$ cat src/rtl/cpu_pkg.sv
// Shared definitions for the multiply/divide datapath: data width,
// divider iteration-counter width and the divider control states.
package cpu_pkg;

    // Architectural data width of the integer datapath.
    localparam int DATA_W = 32;

    // Iteration counter width: must hold values 0..DATA_W.
    localparam int DIV_CNT_W = $clog2(DATA_W) + 1;

    // Divider control states.
    //   IDLE : waiting for start
    //   CALC : one restoring iteration per cycle
    //   FIX  : sign correction, load HI/LO
    //   ZERO : divide-by-zero completion
    typedef enum logic [1:0] {
        IDLE = 2'd0,
        CALC = 2'd1,
        FIX  = 2'd2,
        ZERO = 2'd3
    } div_state_t;

endpackage : cpu_pkg

$ cat src/rtl/seq_divider_div_step.sv
// Single restoring-division iteration, purely combinational.
// Shifts {rem, quo} left by one, then tries to subtract the divisor from the
// partial remainder; on success the difference is kept and a 1 enters the
// quotient LSB. Kept separate so a wider-radix divider can chain copies.
module div_step
    import cpu_pkg::*;
#(
    parameter int WIDTH = DATA_W
) (
    input  logic [WIDTH:0]   rem_i,
    input  logic [WIDTH-1:0] quo_i,
    input  logic [WIDTH-1:0] divisor_abs_i,
    output logic [WIDTH:0]   rem_o,
    output logic [WIDTH-1:0] quo_o
);

    // Shifted remainder with an extra top bit so the subtraction's borrow
    // lands in a bit of its own and serves as the "trial < 0" flag.
    logic [WIDTH+1:0] shifted;
    logic [WIDTH+1:0] trial;

    // Shift, trial-subtract, and restore when the trial went negative.
    always_comb begin
        shifted = {rem_i, quo_i[WIDTH-1]};
        trial   = shifted - {2'b00, divisor_abs_i};
        rem_o   = shifted[WIDTH:0];
        quo_o   = {quo_i[WIDTH-2:0], 1'b0};
        if (!trial[WIDTH+1]) begin
            rem_o    = trial[WIDTH:0];
            quo_o[0] = 1'b1;
        end
    end

endmodule : div_step

$ cat src/rtl/seq_divider.sv
// Iterative signed divider for MIPS DIV: remainder to HI, quotient to LO.
// Works on magnitudes with a restoring algorithm (one bit per cycle) and
// fixes the signs at the end: the quotient truncates toward zero and the
// remainder takes the sign of the dividend. A zero divisor short-circuits
// to a one-cycle completion that raises div_zero and leaves HI/LO alone.
module seq_divider
    import cpu_pkg::*;
#(
    parameter int WIDTH = DATA_W
) (
    input  logic             clk,
    input  logic             reset,
    input  logic             start,
    input  logic [WIDTH-1:0] dividend,
    input  logic [WIDTH-1:0] divisor,
    output logic             busy,
    output logic             done,
    output logic             div_zero,
    output logic [WIDTH-1:0] hi,
    output logic [WIDTH-1:0] lo
);

    // Counter sized for this instance's width (0..WIDTH).
    localparam int CNT_W = $clog2(WIDTH) + 1;
    localparam logic [CNT_W-1:0] LAST_STEP = CNT_W'(WIDTH - 1);

    // Two's-complement negation, truncated to WIDTH bits.
    function automatic logic [WIDTH-1:0] neg(input logic [WIDTH-1:0] v);
        return ~v + 1'b1;
    endfunction

    // Magnitude as an unsigned value; the most negative number maps to
    // itself, which is exactly its unsigned magnitude.
    function automatic logic [WIDTH-1:0] magnitude(input logic [WIDTH-1:0] v);
        return v[WIDTH-1] ? neg(v) : v;
    endfunction

    div_state_t       state_q,       state_d;
    logic [WIDTH:0]   rem_q,         rem_d;
    logic [WIDTH-1:0] quo_q,         quo_d;
    logic [WIDTH-1:0] divisor_abs_q, divisor_abs_d;
    logic [CNT_W-1:0] cnt_q,         cnt_d;
    logic             sign_quo_q,    sign_quo_d;
    logic             sign_rem_q,    sign_rem_d;
    logic [WIDTH-1:0] hi_q,          hi_d;
    logic [WIDTH-1:0] lo_q,          lo_d;
    logic             done_q,        done_d;
    logic             div_zero_q,    div_zero_d;

    logic [WIDTH:0]   step_rem;
    logic [WIDTH-1:0] step_quo;

    div_step #(
        .WIDTH(WIDTH)
    ) u_div_step (
        .rem_i        (rem_q),
        .quo_i        (quo_q),
        .divisor_abs_i(divisor_abs_q),
        .rem_o        (step_rem),
        .quo_o        (step_quo)
    );

    // Control FSM register; reset discards any operation in flight.
    always_ff @(posedge clk or negedge reset) begin
        if (!reset) begin
            state_q <= IDLE;
        end else begin
            state_q <= state_d;
        end
    end

    // Iteration datapath: partial remainder, quotient shifter, operands, count.
    always_ff @(posedge clk or negedge reset) begin
        if (!reset) begin
            rem_q         <= '0;
            quo_q         <= '0;
            divisor_abs_q <= '0;
            cnt_q         <= '0;
            sign_quo_q    <= 1'b0;
            sign_rem_q    <= 1'b0;
        end else begin
            rem_q         <= rem_d;
            quo_q         <= quo_d;
            divisor_abs_q <= divisor_abs_d;
            cnt_q         <= cnt_d;
            sign_quo_q    <= sign_quo_d;
            sign_rem_q    <= sign_rem_d;
        end
    end

    // Result and status registers; HI/LO hold until the next completion.
    always_ff @(posedge clk or negedge reset) begin
        if (!reset) begin
            hi_q       <= '0;
            lo_q       <= '0;
            done_q     <= 1'b0;
            div_zero_q <= 1'b0;
        end else begin
            hi_q       <= hi_d;
            lo_q       <= lo_d;
            done_q     <= done_d;
            div_zero_q <= div_zero_d;
        end
    end

    // Next-state and datapath control; everything holds unless a state acts.
    always_comb begin
        state_d       = state_q;
        rem_d         = rem_q;
        quo_d         = quo_q;
        divisor_abs_d = divisor_abs_q;
        cnt_d         = cnt_q;
        sign_quo_d    = sign_quo_q;
        sign_rem_d    = sign_rem_q;
        hi_d          = hi_q;
        lo_d          = lo_q;
        done_d        = 1'b0;
        div_zero_d    = 1'b0;

        case (state_q)
            IDLE: begin
                if (start) begin
                    if (divisor == '0) begin
                        state_d = ZERO;
                    end else begin
                        // Dividend magnitude is shifted into the remainder
                        // from the quotient register one bit per step.
                        quo_d         = magnitude(dividend);
                        divisor_abs_d = magnitude(divisor);
                        rem_d         = '0;
                        cnt_d         = '0;
                        sign_quo_d    = dividend[WIDTH-1] ^ divisor[WIDTH-1];
                        sign_rem_d    = dividend[WIDTH-1];
                        state_d       = CALC;
                    end
                end
            end

            CALC: begin
                rem_d = step_rem;
                quo_d = step_quo;
                cnt_d = cnt_q + 1'b1;
                if (cnt_q == LAST_STEP) begin
                    state_d = FIX;
                end
            end

            FIX: begin
                // The remainder magnitude is below the divisor magnitude, so
                // its low WIDTH bits carry the whole value.
                lo_d    = sign_quo_q ? neg(quo_q) : quo_q;
                hi_d    = sign_rem_q ? neg(rem_q[WIDTH-1:0]) : rem_q[WIDTH-1:0];
                done_d  = 1'b1;
                state_d = IDLE;
            end

            ZERO: begin
                done_d     = 1'b1;
                div_zero_d = 1'b1;
                state_d    = IDLE;
            end

            default: begin
                state_d = IDLE;
            end
        endcase
    end

    assign busy     = (state_q != IDLE);
    assign done     = done_q;
    assign div_zero = div_zero_q;
    assign hi       = hi_q;
    assign lo       = lo_q;

endmodule : seq_divider
$ cat config.mk
export PLATFORM = sky130hd
export DESIGN_NAME = seq_divider
export DESIGN_NICKNAME = d
export VERILOG_FILES = /design/src/rtl/cpu_pkg.sv /design/src/rtl/seq_divider_div_step.sv /design/src/rtl/seq_divider.sv
export SDC_FILE = /design/constraint.sdc
export NUM_CORES = 1
export LEC_CHECK = 0
export ABC_AREA = 1
export CORE_UTILIZATION = 40
export DETAILED_ROUTE_END_ITERATION = 8
export GPL_TIMING_DRIVEN = 0
export PLACE_DENSITY = 0.64
export REMOVE_ABC_BUFFERS = 1
export SKIP_CTS_REPAIR_TIMING = 1
export SLEW_MARGIN = 20
export SYNTH_ARGS = -nofsm -noshare
export SYNTH_HDL_FRONTEND = slang
export SYNTH_SLANG_ARGS = --single-unit
$ cat constraint.sdc
create_clock -name clk -period 2.42 [get_ports clk]
set_input_delay 0.242 -clock clk [delete_from_list [all_inputs] [get_ports clk]]
set_output_delay 0.242 -clock clk [all_outputs]
set_load 0.005 [all_outputs]
* Word level (Yosys, flattened, before mapping)
Index checks and enable logic that the tools add are counted.
Storage, ports and cells: bits in registers 173, bits of input ports 67, output and inout port bits 67, word-level logic and storage cells 59
Cells by class: add/sub/neg operators 6, equal/unequal tests 7, mux-type cells 21, bitwise gates (word level) 6, reduce and logical (&&, ||, !) cells 8
Operator list (count):
- 32-bit two-way mux | 6
- 32-bit by 1-bit adder with 32-bit output, second input constant | 4
- 32-bit NOT | 4
- 33-bit two-way mux | 3
- 33-bit one-hot mux with 2 select lines | 1
- 32-bit one-hot mux with 2 select lines | 1
- 34-bit by 32-bit subtractor with 34-bit output | 1
- 32-bit zero test | 1
- 6-bit two-way mux | 2
- 6-bit one-hot mux with 2 select lines | 1
- 6-bit by 1-bit adder with 6-bit output, second input constant | 1
- 6-bit by 5-bit == test with 1-bit output, second input constant | 1
- 2-bit two-way mux | 3
- 2-bit != test, second input constant | 3
- 2-bit one-hot mux with 3 select lines | 1
- 3-bit AND reduction | 2
- 2-bit == test, second input constant | 2
- 2-bit nonzero test | 2
- 1-bit two-way mux | 3
- 2-bit by 1-bit == test with 1-bit output, second input constant | 1
- 2-bit zero test | 1
- 2-bit AND reduction | 1
- 2-bit OR reduction | 1
- 1-bit NOT | 1
- 1-bit XOR | 1

* Depth between registers and ports, before layout
Gate-level depths: netlist (run 1).
word-level depth 6, depth in mapped cells 17, depth with buffers taken out 17

* Modules after synthesis
A second synthesis (run 1) with hierarchy kept.
Second synthesis, totals: cells, all modules 2314, area total of the unflattened synthesis 14209.9 um^2
Modules (own cells, without submodules):
- seq_divider | times used 1, cells each 1562, area each 10532.6 um^2, sequential area each 4329.2 um^2
- div_step | times used 1, cells each 752, area each 3677.3 um^2, sequential area each 0.0 um^2

* Worst setup path before layout (run 1)
OpenSTA, ideal clock, no wires.
path kind register to register, from reg rem_q[25], to reg rem_q[10], arrival time 1.872 ns, data required time 2.303 ns, slack 0.431 ns, stages on the path, launching flop included 13, period minus slack after synthesis 1.989 ns, path through dfrtp_1 -> ha_1 -> a21oi_1 -> nor2_1 -> o21ai_1 -> nand2_1 -> nor2_4 -> nand2_4 -> nand2_4 -> buf_6 -> nand3_1 -> nand3_1 -> nand2_1
Between the ends: cells in the longest elaborated chain, start to end 3
Ends and longest elaborated chain:
- from (decl) | line seq_divider.sv:39 | logic [WIDTH:0] rem_q, rem_d;
- from (signal assigned) | line seq_divider.sv:82 | rem_q <= rem_d;
- 34-bit by 32-bit subtractor with 34-bit output | line seq_divider_div_step.sv:25 | trial = shifted - {2'b00, divisor_abs_i};
- 33-bit two-way mux | line seq_divider_div_step.sv:28 | if (!trial[WIDTH+1]) begin
- 33-bit one-hot mux with 2 select lines | line seq_divider.sv:120 | case (state_q)
Every way passes these cells. A chain may end at the register's enable or synchronous reset.

* Final worst setup path (run 1)
from reg rem_q[29], to reg rem_q[14]
Same word-level chain as after synthesis.

==> impl_metrics.json, run 1 <==
{
  "fp-row-count": 66,
  "cp.required_ns": 2.77,
  "drive_gt1_share_pct": 9.14,
  "ant_nets": 0,
  "syn_inst": 2037,
  "io_pins": 134,
  "yosysUniqueCellTypes": 52,
  "wl_per_cell_um": 16.0,
  "cts_tree": "built",
  "cap_violations": 0,
  "viasPerCell": 5.17,
  "grt_pass1_vias": 11900,
  "nFillCells": 3316,
  "timing.hold.ws_ns": 0.282,
  "fin_worst_skew_ns": 0.0123,
  "drt_wl_total_mm": 41.8,
  "nets": 2259,
  "period_minus_slack_ns": 2.40,
  "cts-root-buf": "clkbuf_16",
  "setup_viol": 0,
  "cp_max_fo": 16,
  "grt_usage_pct": 22.6,
  "core_area_mm2": 0.0328,
  "arrival_ns": 2.76,
  "synth_ff_type": "dfrtp_1",
  "r2r-start": "rem_q[29]",
  "die_area_mm2": 0.0343,
  "cp-start-kind": "flip-flop",
  "synth_edf_count": 0,
  "gp_congestion": 0.891,
  "portBuffers": 133,
  "yosysWarnings": 0,
  "area_growth_pct": 22.8,
  "layout.cells.non_filler": 2609,
  "drc_errors": 0,
  "synth_seq_cells": 173,
  "cts_sinks": 173,
  "p_leak_uw": 0.00810,
  "clockBufferDepth": 2,
  "netlist_area_mm2": 0.0134,
  "endpoint_kind": "flip-flop",
  "grt_pass1_wl_mm": 60.8,
  "cts_inserted_buffers": 17,
  "finalCritPeriodShare_pct": 99.4,
  "r2r_end": "rem_q[14]",
  "syn_avg_cell_area_um2": 6.59,
  "die-width_um": 185,
  "num_vias": 13500,
  "synth-seq-area-share_pct": 32.3,
  "drtIter0Drc": 1262,
  "relSlewSlack_pct": 29.9,
  "place_hpwl_mm": 29.5,
  "drv_slew": 0,
  "fmax_mhz": 416,
  "cp_slowest_stage_delay_ns": 0.48,
  "cp_cell_sequence": "ha_4 > nand2_1 > nor3_2 > nand2_1 > a21oi_2 > nor2_4 > buf_4 > nand3_4 > nand3_1 > nand3_1 > nand2_1",
  "hold_path_class": "input port to asynchronous set/reset pin",
  "hold_viol_final": 0,
  "worstMarginPinSlew_ns": 1.05,
  "htreeDepth": 4,
  "first_pass_iters": 9,
  "dpl.cell_count": 2551,
  "antennaDiodeCount": 0,
  "start_util_pct": 40.9,
  "crit_top_cell": "nand2_1",
  "antenna_found_initial": 0,
  "rsz0062_at_grt": "yes",
  "overflow": 0,
  "reg2reg_depth": 11,
  "vdd_drop_max_v": 0.000754,
  "worstSetupPathType": "flip-flop to flip-flop",
  "grt_max_degree": 74,
  "cp_slowest_cell": "dfrtp_1",
  "critPathBufInv": 1,
  "regToRegSetupSlack_ns": 0.02,
  "crit_family": "simple AND/OR/NAND/NOR gates",
  "worstSkewPairLatency_ns": 0.46,
  "outcome": "finished, final reports clean",
  "die_h_um": 185,
  "async_reset_ff_share_pct": 100,
  "clk_pin_slew_worst_paths_ns": 0.08,
  "powerDensity_mw_per_mm2": 1490
}
## state kept, by name (all words and copies together), names as in the netlist
register       count
divisor_abs_q     32
state_q            2
quo_q             32
sign_quo_q         1
rem_q             33
sign_rem_q         1
hi                32
lo                32
cnt_q              6
div_zero           1
done               1
## cells in the final DEF (no fill, tap or decap), drive strengths merged, types with 7 or more instances in the layout
cell type and n:
nor3 26, nand3 235, o31ai 9, a21oi 54
nand2 676, dfrtp 173, and2 7, inv 296
nand3b 17, xor2 66, o211ai 12, nand4 26
ha 37, or2 12, buf 17, o21ai 118
clkbuf 17, clkinv 7, nor2 177, clkdlybuf4s50 130
xnor2 25
## synthesized netlist by cell type (2+ instances only)
master | instances | area, um2
nor2_2 | 3 | 18.8
o21ai_1 | 15 | 75.1
nand3_2 | 13 | 130
nor4_1 | 5 | 31.3
o31ai_1 | 9 | 67.6
clkbuf_1 | 27 | 101
ha_1 | 37 | 463
a21oi_2 | 3 | 26.3
a21boi_1 | 2 | 15.0
or2_2 | 9 | 56.3
or2_0 | 2 | 12.5
inv_1 | 285 | 1070
buf_4 | 4 | 30.0
nand2_1 | 658 | 2470
o22ai_1 | 5 | 31.3
a21oi_1 | 51 | 255
xnor2_1 | 25 | 219
nand3_1 | 210 | 1050
nand2_2 | 7 | 43.8
nand2_4 | 5 | 56.3
inv_2 | 3 | 11.3
xor2_1 | 66 | 578
dfrtp_1 | 173 | 4330
nor2_4 | 4 | 45.0
and2_1 | 7 | 43.8
o21ai_0 | 99 | 495
o211ai_1 | 12 | 90.1
o221ai_1 | 2 | 17.5
a31oi_1 | 2 | 12.5
nor2_1 | 170 | 638
buf_2 | 14 | 70.1
a22oi_1 | 3 | 22.5
nor3_2 | 7 | 70.1
nand4_1 | 26 | 163
nand3b_1 | 17 | 128
nand3_4 | 2 | 35.0
nor3_1 | 19 | 95.1
o21ai_2 | 3 | 26.3
buf_1 | 4 | 15.0
buf_6 | 17 | 191
## cell families (layout without fill, tap and decap cells)
kind of cell | count (synthesis) | after routing | share of synthesized area (%)
compound gates | 214 | 214 | 9.08
xor+xnor | 91 | 91 | 5.94
fa+ha+maj | 38 | 38 | 3.60
buf+inv | 355 | 469 | 11.1
flops | 173 | 173 | 32.3
simple gates | 1166 | 1182 | 38.0
## worst max path at each step
stage	start	end	slack [ns]	depth (start not counted)
after global placement	reset	lo[29]	-6.44	1
final	rem_q[29]	rem_q[14]	0.02	11
after global routing	rem_q[25]	rem_q[14]	-0.05	11
after CTS	divisor[31]	quo_q[11]	-0.59	8
after detailed placement	divisor[31]	quo_q[11]	-1.09	8
after floorplan	state_q[1]	quo_q[1]	-1.26	4
## final cells by class
| type | count | area [um2] | share of cell area (%) |
|---|---|---|---|
| inverters | 288 | 1090 | 6.59 |
| flip-flops and latches | 173 | 4350 | 26.4 |
| clock buffers | 17 | 425 | 2.58 |
| well taps | 442 | 553 | 3.36 |
| clock inverters | 15 | 184 | 1.12 |
| repair buffers | 149 | 1570 | 9.53 |
| multi-input cells | 1525 | 8310 | 50.4 |
## per-stage QoR
step                      utilization, %  power, uW  worst slack (ns)  TNS [ns]  area (um2)
after global routing                50.3      26800           -0.0550    -0.180       16500
after global placement              45.4      19400             -6.44  -1465.25       14900
after detailed placement            45.9      19700             -1.09    -69.50       15100
final                               50.3      24600            0.0155         0       16500
after floorplan                        -      15100             -1.26    -45.88       13000
after CTS                           47.8      22600            -0.589    -24.66       15700
## power breakdown
group	internal [uW]	switching, uW
clock	1410	1430
sequential	4260	1540
combinational	6280	9690
## layer usage
metal	wire [um]	GRT usage, %
met1	19900	33.5
met2	18600	33.5
met3	2410	3.46
met4	842	6.74
met5	0	0
No activity file was read; power rests on OpenSTA's default activity.
==> run 2, diff against run 1 <==
--- a/config.mk
+++ b/config.mk
@@ -6,12 +6,13 @@
 export NUM_CORES = 1
 export LEC_CHECK = 0
 export ABC_AREA = 1
-export CORE_UTILIZATION = 40
+export CORE_UTILIZATION = 30
 export DETAILED_ROUTE_END_ITERATION = 8
 export GPL_TIMING_DRIVEN = 0
-export PLACE_DENSITY = 0.64
+export PLACE_DENSITY = 0.52
 export REMOVE_ABC_BUFFERS = 1
 export SKIP_CTS_REPAIR_TIMING = 1
+export SKIP_LAST_GASP = 1
 export SLEW_MARGIN = 20
 export SYNTH_ARGS = -nofsm -noshare
 export SYNTH_HDL_FRONTEND = slang
==> impl_metrics.json, run 2 (synthesized netlist as in run 1, its figures left out) <==
{
  "powerDensity_mw_per_mm2": 1500,
  "outcome": "finished, final reports clean",
  "top_register": "rem_q",
  "setup_slack_ns": 0.0131,
  "antenna_found_initial": 1,
  "cp.required_ns": 2.18,
  "relSlewSlack_pct": 36.5,
  "switchingPower_uw": 12800,
  "start_util_pct": 30.4,
  "gp_congestion": 0.903,
  "drc_errors": 0,
  "layout_commonest_cell": "nand2_1",
  "io_pins": 134,
  "drt_wl_total_mm": 45.7,
  "drive_gt1_share_pct": 11.1,
  "clk_pin_slew_worst_paths_ns": 0.08,
  "die-width_um": 214,
  "combPwrFrac_pct": 65.3,
  "worstMarginPinSlew_ns": 0.951,
  "nFillCells": 4705,
  "worstSkewPairLatency_ns": 0.47,
  "portBuffers": 133,
  "largest_reg_flops": 33,
  "period_minus_slack_ns": 2.41,
  "fin_area_mm2": 0.0170,
  "dp_slack_ns": -1.14,
  "place_hpwl_mm": 32.1,
  "rsz0062_at_grt": "yes",
  "cts_inserted_buffers": 17,
  "p_leak_uw": 0.00827,
  "num_vias": 13300,
  "core_area_mm2": 0.0441,
  "cap_violations": 0,
  "die_h_um": 214,
  "worstSetupPathType": "flip-flop to primary output",
  "p_clk_share_pct": 11.9,
  "cts-root-buf": "clkbuf_16",
  "fin_worst_skew_ns": 0.0135,
  "viasPerCell": 4.79,
  "overflow": 0,
  "cts_sinks": 173,
  "cp-start-kind": "flip-flop",
  "grt_usage_pct": 18.4,
  "hold_path_class": "input port to asynchronous set/reset pin",
  "drtIter0Drc": 875,
  "vdd_drop_max_v": 0.000688,
  "hold_viol_final": 0,
  "nets": 2281,
  "setup_viol": 0,
  "grt_pass1_wl_mm": 65.5,
  "p_int_uw": 12700,
  "wl_per_cell_um": 16.4,
  "die_area_mm2": 0.0456,
  "grt_max_degree": 74,
  "seqPwrFrac_pct": 22.8,
  "htreeDepth": 4,
  "fmax_mhz": 415,
  "dpl-instance-area_mm2": 0.0152,
  "clockBufferDepth": 2,
  "grt_pass1_vias": 12200,
  "cts_tree": "built",
  "layout.cells.non_filler": 2782,
  "finalCritPeriodShare_pct": 99.5,
  "endpoint_kind": "primary output",
  "arrival_ns": 2.16,
  "fp-row-count": 77,
  "dpl.cell_count": 2701,
  "ant_nets": 0,
  "drv_slew": 0,
  "final_cell_mix": "646 x nand2_1, 282 x inv_1, 198 x nand3_1",
  "first_pass_iters": 7,
  "cp_max_fo": 6,
  "area_growth_pct": 26.9,
  "switching_share_pct": 50.1
}
[run 2: cell count changes in the layout (fill, tap and decap cells not counted), moves of 4 or more]
cell      change
nand3_2       +4
nand3_1       -6
buf_4        +20
dfrtp_2      +11
nor2_2        -4
nand2_1       -4
dfrtp_1      -11
ha_4          +6
clkinv_8      -5
ha_2          -4
[run 2: per-stage QoR]
stage                     total power, uW  hold slack [ns]  setup TNS [ns]  util (%)
final                               25500            0.256               0      38.6
after global routing                27800            0.281          -0.618      38.6
after CTS                           23000           -0.357          -29.82      36.0
after detailed placement            19800            0.149          -76.81      34.5
after global placement              19600            0.451        -1526.42      34.2
after floorplan                     15100          -0.0536          -45.88         -
[run 2: area by class of cell]
class                   count  area [um2]  area share [%]
multi-input cells        1522        8410            49.4
flip-flops and latches    173        4360            25.6
repair buffers            174        1810            10.6
inverters                 288        1090            6.40
well taps                 592         741            4.35
clock buffers              19         443            2.60
clock inverters            13         178            1.04
diodes                      1        2.50          0.0147
[run 2: per-layer routing]
metal  routed length [um]  vias to the layer above  global-route usage, %
li1                     -                     6757                      -
met2                21100                      292                   28.6
met1                21600                     6222                   25.8
met4                 1060                        2                   5.94
met3                 1900                       59                   3.05
met5                   13                        -                      0
[run 2: worst paths after layout]
kind	slack, ns	depth (start not counted)	endpoint	startpoint
max	0.01	3	busy	state_q[1]
min	0.26	2	lo[28]	reset
max reg2reg	0.02	14	rem_q[23]	rem_q[28]
min reg2reg	0.48	1	cnt_q[4]	cnt_q[4]
max in group asynchronous	1.48	3	divisor_abs_q[27]	reset
min in group clk	0.41	4	sign_quo_q	dividend[31]
[run 2: power by group through the flow]
| stage | clock network (uW) | logic, uW | registers, uW |
|---|---|---|---|
| global route | 3200 | 18600 | 6020 |
| finish | 3030 | 16600 | 5820 |
| floorplan | 0 | 9830 | 5270 |
| CTS | 3110 | 14200 | 5660 |
| detailed placement | 0 | 14100 | 5700 |
| global placement | 0 | 13900 | 5660 |
[run 2: worst max-delay path, stage by stage (launching register included)]
cell and delay (ns):
dfrtp_1 0.46, nor2_2 0.62, inv_1 0.13, clkdlybuf4s50_1 0.49
==> run 3, diff against run 2 <==
--- a/config.mk
+++ b/config.mk
@@ -8,7 +8,6 @@
 export ABC_AREA = 1
 export CORE_UTILIZATION = 30
 export DETAILED_ROUTE_END_ITERATION = 8
-export GPL_TIMING_DRIVEN = 0
 export PLACE_DENSITY = 0.52
 export REMOVE_ABC_BUFFERS = 1
 export SKIP_CTS_REPAIR_TIMING = 1
==> impl_metrics.json, run 3 (synthesized netlist as in run 1, its figures left out) <==
{
  "outcome": "finished, final reports clean",
  "vdd_drop_max_v": 0.000742,
  "arrival_ns": 2.70,
  "grt_pass1_wl_mm": 69.9,
  "cts-root-buf": "clkbuf_16",
  "dp_slack_ns": -0.0185,
  "hold_path_class": "input port to asynchronous set/reset pin",
  "endpoint_kind": "flip-flop",
  "gp_congestion": 0.945,
  "grt_max_degree": 99,
  "drt_wl_total_mm": 44.2,
  "relSlewSlack_pct": 52.6,
  "die-width_um": 214,
  "portBuffers": 133,
  "grt_usage_pct": 20.0,
  "dpl-instance-area_mm2": 0.0165,
  "setup_tns_ns": 0,
  "finalCritPeriodShare_pct": 95.8,
  "ant_nets": 0,
  "fmax_mhz": 431,
  "p_leak_uw": 0.00882,
  "antennaDiodeCount": 0,
  "clk_pin_slew_worst_paths_ns": 0.07,
  "switching_share_pct": 48.4,
  "place_hpwl_mm": 35.5,
  "setup_viol": 0,
  "htreeDepth": 4,
  "regToRegSetupSlack_ns": 0.10,
  "fp-row-count": 77,
  "p_int_uw": 13200,
  "cp.required_ns": 2.80,
  "period_minus_slack_ns": 2.32,
  "setup_slack_ns": 0.101,
  "top_register": "rem_q",
  "cp-start-kind": "flip-flop",
  "wl_per_cell_um": 15.2,
  "drc_errors": 0,
  "cts_tree": "built",
  "viasPerCell": 4.68,
  "worstMarginPinSlew_ns": 0.711,
  "fin_area_mm2": 0.0173,
  "overflow": 0,
  "cts_inserted_buffers": 17,
  "fin_worst_skew_ns": 0.0146,
  "switchingPower_uw": 12400,
  "io_pins": 134,
  "largest_reg_flops": 33,
  "antenna_found_initial": 0,
  "area_growth_pct": 29.0,
  "start_util_pct": 30.4,
  "grt_pass1_vias": 12900,
  "p_clk_share_pct": 11.7,
  "power_uw": 25600,
  "seqPwrFrac_pct": 21.0,
  "layout_commonest_cell": "nand2_1",
  "drtIter0Drc": 980,
  "first_pass_iters": 5,
  "cp_max_fo": 17,
  "die_h_um": 214,
  "drive_gt1_share_pct": 12.6,
  "num_vias": 13600,
  "die_area_mm2": 0.0456,
  "cap_violations": 0,
  "nets": 2399,
  "cts_sinks": 173,
  "final_cell_mix": "653 x nand2_1, 284 x inv_1, 210 x nand3_1",
  "clockBufferDepth": 2,
  "hold_viol_final": 0,
  "layout.cells.non_filler": 2899,
  "dpl.cell_count": 2859,
  "core_area_mm2": 0.0441,
  "drv_slew": 0,
  "powerDensity_mw_per_mm2": 1480,
  "combPwrFrac_pct": 67.3,
  "worstSkewPairLatency_ns": 0.49,
  "worstSetupPathType": "flip-flop to flip-flop"
}
run 3: changes by cell type in the layout (fill, tap and decap cells not counted), sizes merged:
cell,before,now
bufinv,3,2
dlymetal6s2s,1,0
clkbuf,21,17
clkinv,4,6
buf,40,171
nand2,676,670
clkdlybuf4s50,130,132
inv,292,294
diode,1,0
nand3,232,226
clkinvlp,2,1
run 3: power groups by stage:
stage	Combinational, uW	Clock [uW]	Sequential [uW]
detailed placement	16800	0	5390
finish	17200	2990	5380
floorplan	9830	0	5270
global placement	16700	0	5370
CTS	16900	3080	5350
global route	19400	3180	5550
run 3: layout make-up:
type | instances | area, um2
Clock inverter | 15 | 203
Sequential cell | 173 | 4330
Fill cell | 4790 | 26800
Inverter | 288 | 1080
Clock buffer | 17 | 425
Timing Repair Buffer | 304 | 2780
Tap cell | 592 | 741
Multi-Input combinational cell | 1510 | 7750
run 3: metal layers:
metal,vias up,track usage [%],wire [um]
li1,6987,-,-
met4,0,5.96,749
met3,42,3.41,1620
met5,-,0,0
met2,244,30.9,19800
met1,6288,28.2,22000
run 3: final timing paths:
path,from,end,cells after the start
min in group clk,start,state_q[0],3
hold reg to reg,hi[17],hi[17],2
setup reg to reg,rem_q[19],rem_q[8],15
setup / recovery,rem_q[19],rem_q[8],15
max in group asynchronous,reset,hi[19],3
hold / removal,reset,hi[2],2
run 3: worst max-delay path: stages (launching register included):
cell and delay (ns):
dfrtp_1 0.45, ha_1 0.36, nand2_1 0.13, inv_1 0.05
nand2_1 0.06, nand2_1 0.10, nand2_1 0.11, a21oi_2 0.07
nor2_4 0.15, buf_4 0.14, nand2_4 0.06, nand2_4 0.13
buf_12 0.16, nand3_1 0.10, nand3_1 0.10, nand2_1 0.05
run 3: stage by stage:
stage	hold slack, ns	util, %
final	0.342	39.2
after global routing	0.398	39.2
after CTS	-0.221	38.8
after detailed placement	0.317	37.4
after global placement	0.321	37.4
after floorplan	-0.0536	-
